==> src/rtl/lfsr_rand_gen_pkg.sv <==
// Shared constants and types for the LFSR random source: known-good Galois tap
// masks for common widths and the word-assembly FSM state type.
package lfsr_rand_gen_pkg;

    localparam logic [3:0]  TAPS_W4      = 4'hC;
    localparam logic [7:0]  TAPS_W8      = 8'hB8;
    localparam logic [15:0] TAPS_W16     = 16'hB400;
    localparam logic [31:0] TAPS_W32     = 32'h80200003;
    localparam logic [31:0] SEED_DEFAULT = 32'h1E55B4E5;

    typedef enum logic {
        FILL  = 1'b0,
        VALID = 1'b1
    } fsm_t;

    // Maximal-length mask for a supported width; zero flags an unsupported width.
    function automatic logic [31:0] default_taps(input int width);
        case (width)
            4:       return 32'(TAPS_W4);
            8:       return 32'(TAPS_W8);
            16:      return 32'(TAPS_W16);
            32:      return TAPS_W32;
            default: return 32'h0;
        endcase
    endfunction

endpackage

==> src/rtl/lfsr_rand_gen_step.sv <==
// One combinational Galois-LFSR advance: the bit shifted out of state[0]
// decides whether the tap mask is folded into the shifted state.
module lfsr_step #(
    parameter int WIDTH = 32
) (
    input  logic [WIDTH-1:0] state,
    input  logic [WIDTH-1:0] taps,
    output logic [WIDTH-1:0] next_state,
    output logic             out_bit
);

    assign out_bit    = state[0];
    assign next_state = (state >> 1) ^ (out_bit ? taps : '0);

endmodule

==> src/rtl/lfsr_rand_gen.sv <==
// Galois-LFSR random source: packs OUT_W bits into a valid/ready word (mode 0)
// or free-runs one bit per enabled cycle on bit_out (mode 1), with seed reload.
module lfsr_rand_gen
    import lfsr_rand_gen_pkg::*;
#(
    parameter int               WIDTH = 32,
    parameter int               OUT_W = 8,
    parameter logic [WIDTH-1:0] TAPS  = WIDTH'(TAPS_W32),
    parameter logic [WIDTH-1:0] SEED  = WIDTH'(SEED_DEFAULT)
) (
    input  logic             clk,
    input  logic             rst,
    input  logic             en,
    input  logic             mode,
    input  logic             seed_load,
    input  logic [WIDTH-1:0] seed_in,
    output logic             rd_valid,
    input  logic             rd_ready,
    output logic [OUT_W-1:0] rd_data,
    output logic             bit_out,
    output logic             seed_fix
);

    localparam int               CNT_W    = $clog2(OUT_W + 1);
    localparam logic [CNT_W-1:0] CNT_LAST = CNT_W'(OUT_W - 1);

    fsm_t             fsm_reg;
    logic [WIDTH-1:0] lfsr_reg;
    logic [WIDTH-1:0] lfsr_next;
    logic             step_bit;
    logic [CNT_W-1:0] cnt_reg;
    logic [OUT_W-1:0] word_reg;
    logic [OUT_W-1:0] word_next;
    logic             valid_reg;
    logic             bit_out_reg;
    logic             seed_fix_reg;
    logic             seed_is_zero;
    logic [WIDTH-1:0] seed_sub;

    lfsr_step #(
        .WIDTH(WIDTH)
    ) u_step (
        .state     (lfsr_reg),
        .taps      (TAPS),
        .next_state(lfsr_next),
        .out_bit   (step_bit)
    );

    // An all-zero seed would lock the LFSR, so it is replaced by SEED.
    assign seed_is_zero = (seed_in == '0);
    assign seed_sub     = seed_is_zero ? SEED : seed_in;

    // Collected bit k lands in word bit k; earlier bits are left untouched.
    for (genvar gi = 0; gi < OUT_W; gi++) begin : g_word
        assign word_next[gi] = (cnt_reg == CNT_W'(gi)) ? step_bit : word_reg[gi];
    end

    always_ff @(posedge clk) begin
        if (rst) begin
            lfsr_reg     <= SEED;
            fsm_reg      <= FILL;
            cnt_reg      <= '0;
            word_reg     <= '0;
            valid_reg    <= 1'b0;
            bit_out_reg  <= 1'b0;
            seed_fix_reg <= 1'b0;
        end else begin
            seed_fix_reg <= 1'b0;
            if (seed_load) begin
                // Reload wins over stepping and over a same-edge handshake.
                lfsr_reg     <= seed_sub;
                seed_fix_reg <= seed_is_zero;
                fsm_reg      <= FILL;
                cnt_reg      <= '0;
                valid_reg    <= 1'b0;
            end else if (mode) begin
                fsm_reg   <= FILL;
                cnt_reg   <= '0;
                valid_reg <= 1'b0;
                if (en) begin
                    lfsr_reg    <= lfsr_next;
                    bit_out_reg <= step_bit;
                end
            end else begin
                case (fsm_reg)
                    FILL: begin
                        if (en) begin
                            lfsr_reg    <= lfsr_next;
                            bit_out_reg <= step_bit;
                            word_reg    <= word_next;
                            if (cnt_reg == CNT_LAST) begin
                                cnt_reg   <= '0;
                                valid_reg <= 1'b1;
                                fsm_reg   <= VALID;
                            end else begin
                                cnt_reg <= cnt_reg + CNT_W'(1);
                            end
                        end
                    end
                    VALID: begin
                        // LFSR is frozen here so backpressure never alters the sequence.
                        if (rd_ready) begin
                            valid_reg <= 1'b0;
                            cnt_reg   <= '0;
                            fsm_reg   <= FILL;
                        end
                    end
                endcase
            end
        end
    end

    assign rd_valid = valid_reg;
    assign rd_data  = word_reg;
    assign bit_out  = bit_out_reg;
    assign seed_fix = seed_fix_reg;

endmodule

==> config.mk <==
export PLATFORM = sky130hd
export DESIGN_NAME = lfsr_rand_gen
export DESIGN_NICKNAME = d
export VERILOG_FILES = /design/src/rtl/lfsr_rand_gen_pkg.sv /design/src/rtl/lfsr_rand_gen_step.sv /design/src/rtl/lfsr_rand_gen.sv
export SDC_FILE = /design/constraint.sdc
export NUM_CORES = 1
export LEC_CHECK = 0
export CAP_MARGIN = 20
export CORE_MARGIN = 2
export CORE_UTILIZATION = 35
export DETAILED_ROUTE_END_ITERATION = 8
export PLACE_DENSITY = 0.63
export SYNTH_ARGS = -nofsm -noshare
export SYNTH_HDL_FRONTEND = slang
export SYNTH_SLANG_ARGS = --single-unit
==> constraint.sdc <==
create_clock -name clk -period 3.45 [get_ports clk]
set_input_delay 0.69 -clock clk [delete_from_list [all_inputs] [get_ports clk]]
set_output_delay 0.69 -clock clk [all_outputs]
set_load 0.03 [all_outputs]
== Yosys cells after proc, flatten, opt, wreduce, memory -nomap -nowiden ==
Cells that the tools add are included.

* Register bits after elaboration: 48
* Latch bits: 0
* Bits in writable memories: 0
* Memory bits (read-only): 0
* Bits of input ports: 38
* Output and inout bits: 11
* Memories: 0

* $add $sub $neg: 1
* Multipliers: 0
* Divide/modulo/power cells: 0
* $lt $le $gt $ge: 0
* Equal/unequal tests: 12
* Shift-type cells: 0
* Muxes and demuxes: 21
* Bitwise gates (word level): 4
* Reductions and logical operators: 15

{| class="wikitable"
|+ Operators by type and width
! operator !! count
|-
| $mux W32 || 6
|-
| $reduce_and A5 Y1 || 8
|-
| $logic_not A32 Y1 || 1
|-
| $xor A31 B32 Y32 || 1
|-
| $eq A4 B3 Y1 const B || 4
|-
| $mux W4 || 3
|-
| $mux W1 || 9
|-
| $eq A4 B2 Y1 const B || 2
|-
| $ne A2 B2 Y1 const B || 4
|-
| $pmux W4 S2 || 1
|-
| $add A4 B1 Y4 const B || 1
|-
| $eq A4 B1 Y1 const B || 1
|-
| $logic_not A4 Y1 || 1
|-
| $pmux W1 S2 || 2
|-
| $reduce_and A2 Y1 || 2
|-
| $ne A3 B3 Y1 const B || 1
|-
| $not A1 Y1 || 3
|-
| $reduce_and A3 Y1 || 1
|-
| $reduce_or A3 Y1 || 1
|-
| $reduce_or A2 Y1 || 1
|}

== Logic depth before layout (Yosys ltp) ==
* Word-level depth: 6
* Mapped depth: 6
* Mapped depth without buffers: 5

== Hierarchy ==
A second synthesis with hierarchy kept.

* Cell total of the unflattened synthesis: 347
* Area, all modules: 2698.8 um^2

{| class="wikitable"
|+ By module, submodules not included
! module !! times used !! cells each !! area each (um^2) !! sequential area each (um^2)
|-
| lfsr_rand_gen || 1 || 280 || 2263.4 || 960.9
|-
| lfsr_step || 1 || 67 || 435.4 || 0.0
|}

== Worst setup path before layout ==
Ideal clock, no wire load.

* Path kind: input -> register
* Start: input seed_in[23]
* End: register lfsr_reg[28]
* Setup time: 0.078 ns
* Arrival time: 1.655 ns
* Data required time: 3.372 ns
* Setup slack: 1.717 ns
* Stages on the path: 6
* Buffers on the path: 2
* Cells stage by stage: nor4_1 > nand4_1 > or2_1 > buf_6 > buf_8 > a32oi_1

* Longest elaborated chain between the ends: 3

{| class="wikitable"
|+ Ends and longest elaborated chain
! item !! RTL line !! text
|-
| from (decl) || lfsr_rand_gen.sv:16 || <nowiki>input logic [WIDTH-1:0] seed_in,</nowiki>
|-
| $logic_not A32 Y1 || lfsr_rand_gen.sv:50 || <nowiki>assign seed_is_zero = (seed_in == '0);</nowiki>
|-
| $mux W32 || lfsr_rand_gen.sv:51 || <nowiki>assign seed_sub = seed_is_zero ? SEED : seed_in;</nowiki>
|-
| $mux W32 || lfsr_rand_gen.sv:69 || <nowiki>if (seed_load) begin</nowiki>
|-
| to (signal assigned) || lfsr_rand_gen.sv:71 || <nowiki>lfsr_reg <= seed_sub;</nowiki>
|-
| to (signal assigned) || lfsr_rand_gen.sv:81 || <nowiki>lfsr_reg <= lfsr_next;</nowiki>
|-
| to (signal assigned) || lfsr_rand_gen.sv:88 || <nowiki>lfsr_reg <= lfsr_next;</nowiki>
|-
| to (decl) || lfsr_rand_gen.sv:28 || <nowiki>logic [WIDTH-1:0] lfsr_reg;</nowiki>
|}

Every way passes these cells.
A chain may end at the register's enable or synchronous reset.

== Worst setup path after layout ==
* Start: input seed_in[7]
* End: register lfsr_reg[27]

Same word-level chain as after synthesis.

==> metrics.txt <==
Synthesis Warnings 0; post-synth top area share 39.61%; Post-CTS Setup Bufs 0; syn_nets 322; post-synthesis sequential area ratio 39.61%; clock latency on the worst-skew pair 300 ps; Ant. Diodes 0; largest net degree at the start of global routing 37; # setup viols final 0; initial antenna violation count 0; I/O pins 49; WP data required 3670 ps; Max Cap Violations 0; RSZ-0062 raised after global routing false; CTS buffer count 5; Layout Cells excl Fill 396; number of global-route vias before repair 1976; Startpoint Class primary input; most instantiated cells after synthesis dfxtp_1 (48), nand3_1 (26), nand2_1 (22), nor3b_1 (18), a32oi_1 (16); clock skew 12.66 ps; GRT Total Usage 15.99%; Seq cells post-synth 48; antenna viol nets, final 0; Worst Setup End Kind flip-flop; Pint 0.9683 mW; Flop pwr share 47.6%; first-pass GRT wire length 9.701 mm; worst-margin pin slew 652.4 ps; Nets 357; Via density 5.427; DP Cell Count 388; Cell Area, Synth 0.002426 mm^2; via count 2149; max-slew violations 0; placeable core area 0.006756 mm^2; critical path peak fanout 18; Cell Pwr Density 415.8 mW/mm^2; status complete, no violations; number of flip-flops in the largest register 32; die width 87.26 um; number of hold buffers added after cts 0; switching share of power 23.66%; dominant cell type by area after synthesis dfxtp_1; routed len/inst 14.98 um; Max Freq 450.2 MHz; min Tclk post-route 2221 ps; Crit Path Class in2reg; Mean Syn Cell Area 8.665 um^2; Reg clk slew, reported paths 90 ps; Switch Pwr 0.3000 mW; CTS HTree Levels 2; WHS Path Cells 2; Synth Instances 280; die area 0.007613 mm^2; DRT Pass-1 Iters 4; FP Rows 30; Root Buffer clkbuf_8; GRT overflow 0; clk sinks 48; Peak VDD IR 0.1675 mV; CTS tree yes; RePlAce Congestion 0.7667; drt total wl 5.932 mm; Clock Power Share 38.8%; Yosys cell types 36; Final Hold Vio Count 0; Area growth, synth to finish 25.74%; DRT iter0 DRCs 143; DP HPWL 4.006 mm; final worst path period share 64.38%; r2r worst-path depth 6; Rel. slew slack 56.51%; IO Port Bufs 48; Die Ht 87.26 um; Logic pwr share 13.6%; setup TNS 0 ps; Synth async-reset ratio 0%; Pleak 1.160 nW; Data arrival, critical path 2440 ps; Residual DRC 0; post-CTS sizing 0; most frequent cell after synthesis dfxtp_1; number of flops mapped to enable cells by yosys 0; layout cells sized above 1 5.380%; dominant synthesized flop cell dfxtp_1; HP Class reg2reg; slack of the worst reg-to-reg path 1810 ps; CTS max path bufs 2; fillcell total 674; Initial Util 35.91%; synth top area cells dfxtp_1 (40%), a32oi_1 (5.8%), nor3b_1 (5.6%)
[worst paths after layout]
| path | from | end |
|---|---|---|
| worst max-delay path | seed_in[7] | lfsr_reg[27]$_SDFFE_PP1P_ |
| worst min register to register | rd_valid$_SDFFE_PP0P_ | rd_valid$_SDFFE_PP0P_ |
| worst min-delay path | rd_valid$_SDFFE_PP0P_ | rd_valid$_SDFFE_PP0P_ |
| worst max register to register | fsm_reg$_SDFF_PP0_ | lfsr_reg[29]$_SDFFE_PP0P_ |
[power by group through the flow]
stage	Combinational, mW	Clock [mW]	Sequential (mW)
2_1_floorplan	0.0996	0	0.613
3_3_place_gp	0.171	0	0.616
3_5_place_dp	0.173	0	0.617
4_1_cts	0.174	0.505	0.604
5_1_grt	0.192	0.523	0.608
6_report	0.173	0.492	0.604
[layout make-up]
class / instances / area, um^2 / area share (%)
Clock inverter: 3 / 68.82 / 2.256
Multi-Input combinational cell: 202 / 1308 / 42.86
Sequential cell: 48 / 960.9 / 31.50
Clock buffer: 5 / 68.82 / 2.256
Tap cell: 80 / 100.1 / 3.281
Timing Repair Buffer: 55 / 533.0 / 17.47
Inverter: 3 / 11.26 / 0.3692
[kinds of logic after synthesis]
| family | count (synthesis) | share of synthesized area [%] |
|---|---|---|
| DFF | 48 | 39.61 |
| and+or+nand+nor | 139 | 32.39 |
| buffers and inverters | 30 | 6.498 |
| muxes | 9 | 3.713 |
| adders and majority gates | 4 | 2.063 |
| xor gates and xnor gates | 3 | 1.083 |
| AOI/OAI and AO/OA | 47 | 14.65 |
[per-stage QoR]
stage	hold slack (ps)	area, um^2	util (%)	power (mW)	setup slack [ps]
floorplan	455.2	2426	-	0.7122	1717
global placement	452.6	2913	43.11	0.7870	910.4
finish	467.3	3050	45.15	1.268	1229
CTS	469.6	3050	45.15	1.283	1217
global route	490.6	3050	45.15	1.323	1044
detailed placement	457.2	2913	43.11	0.7894	904.3
[placed cells by master (no fill, tap or decap), types with 3 or more instances in the layout]
cell / instances
a211oi_1: 14
a21oi_1: 9
a32oi_1: 16
and3_1: 13
buf_4: 7
clkbuf_8: 5
clkdlybuf4s50_1: 48
dfxtp_1: 48
ha_1: 4
inv_1: 3
mux2i_1: 9
nand2_1: 22
nand3_1: 26
nor2_1: 13
nor2b_1: 14
nor3_1: 14
nor3b_1: 18
nor4_1: 7
[critical path, stage by stage]
cell	delay, ps
clkdlybuf4s50_1	430
nor4_1	410
nand4_1	170
or2_1	480
a32oi_1	270
[layer usage]
layer  part of all wire (%)  track usage, %  vias to the layer above
met5                      0               0                        -
met4                   0.93           5.035                        0
met3                    3.4           2.654                        2
met2                     46           25.00                       39
met1                     50           22.46                     1015
li1                       -               -                     1093
Note: power is estimated with default switching activity, not from simulation.
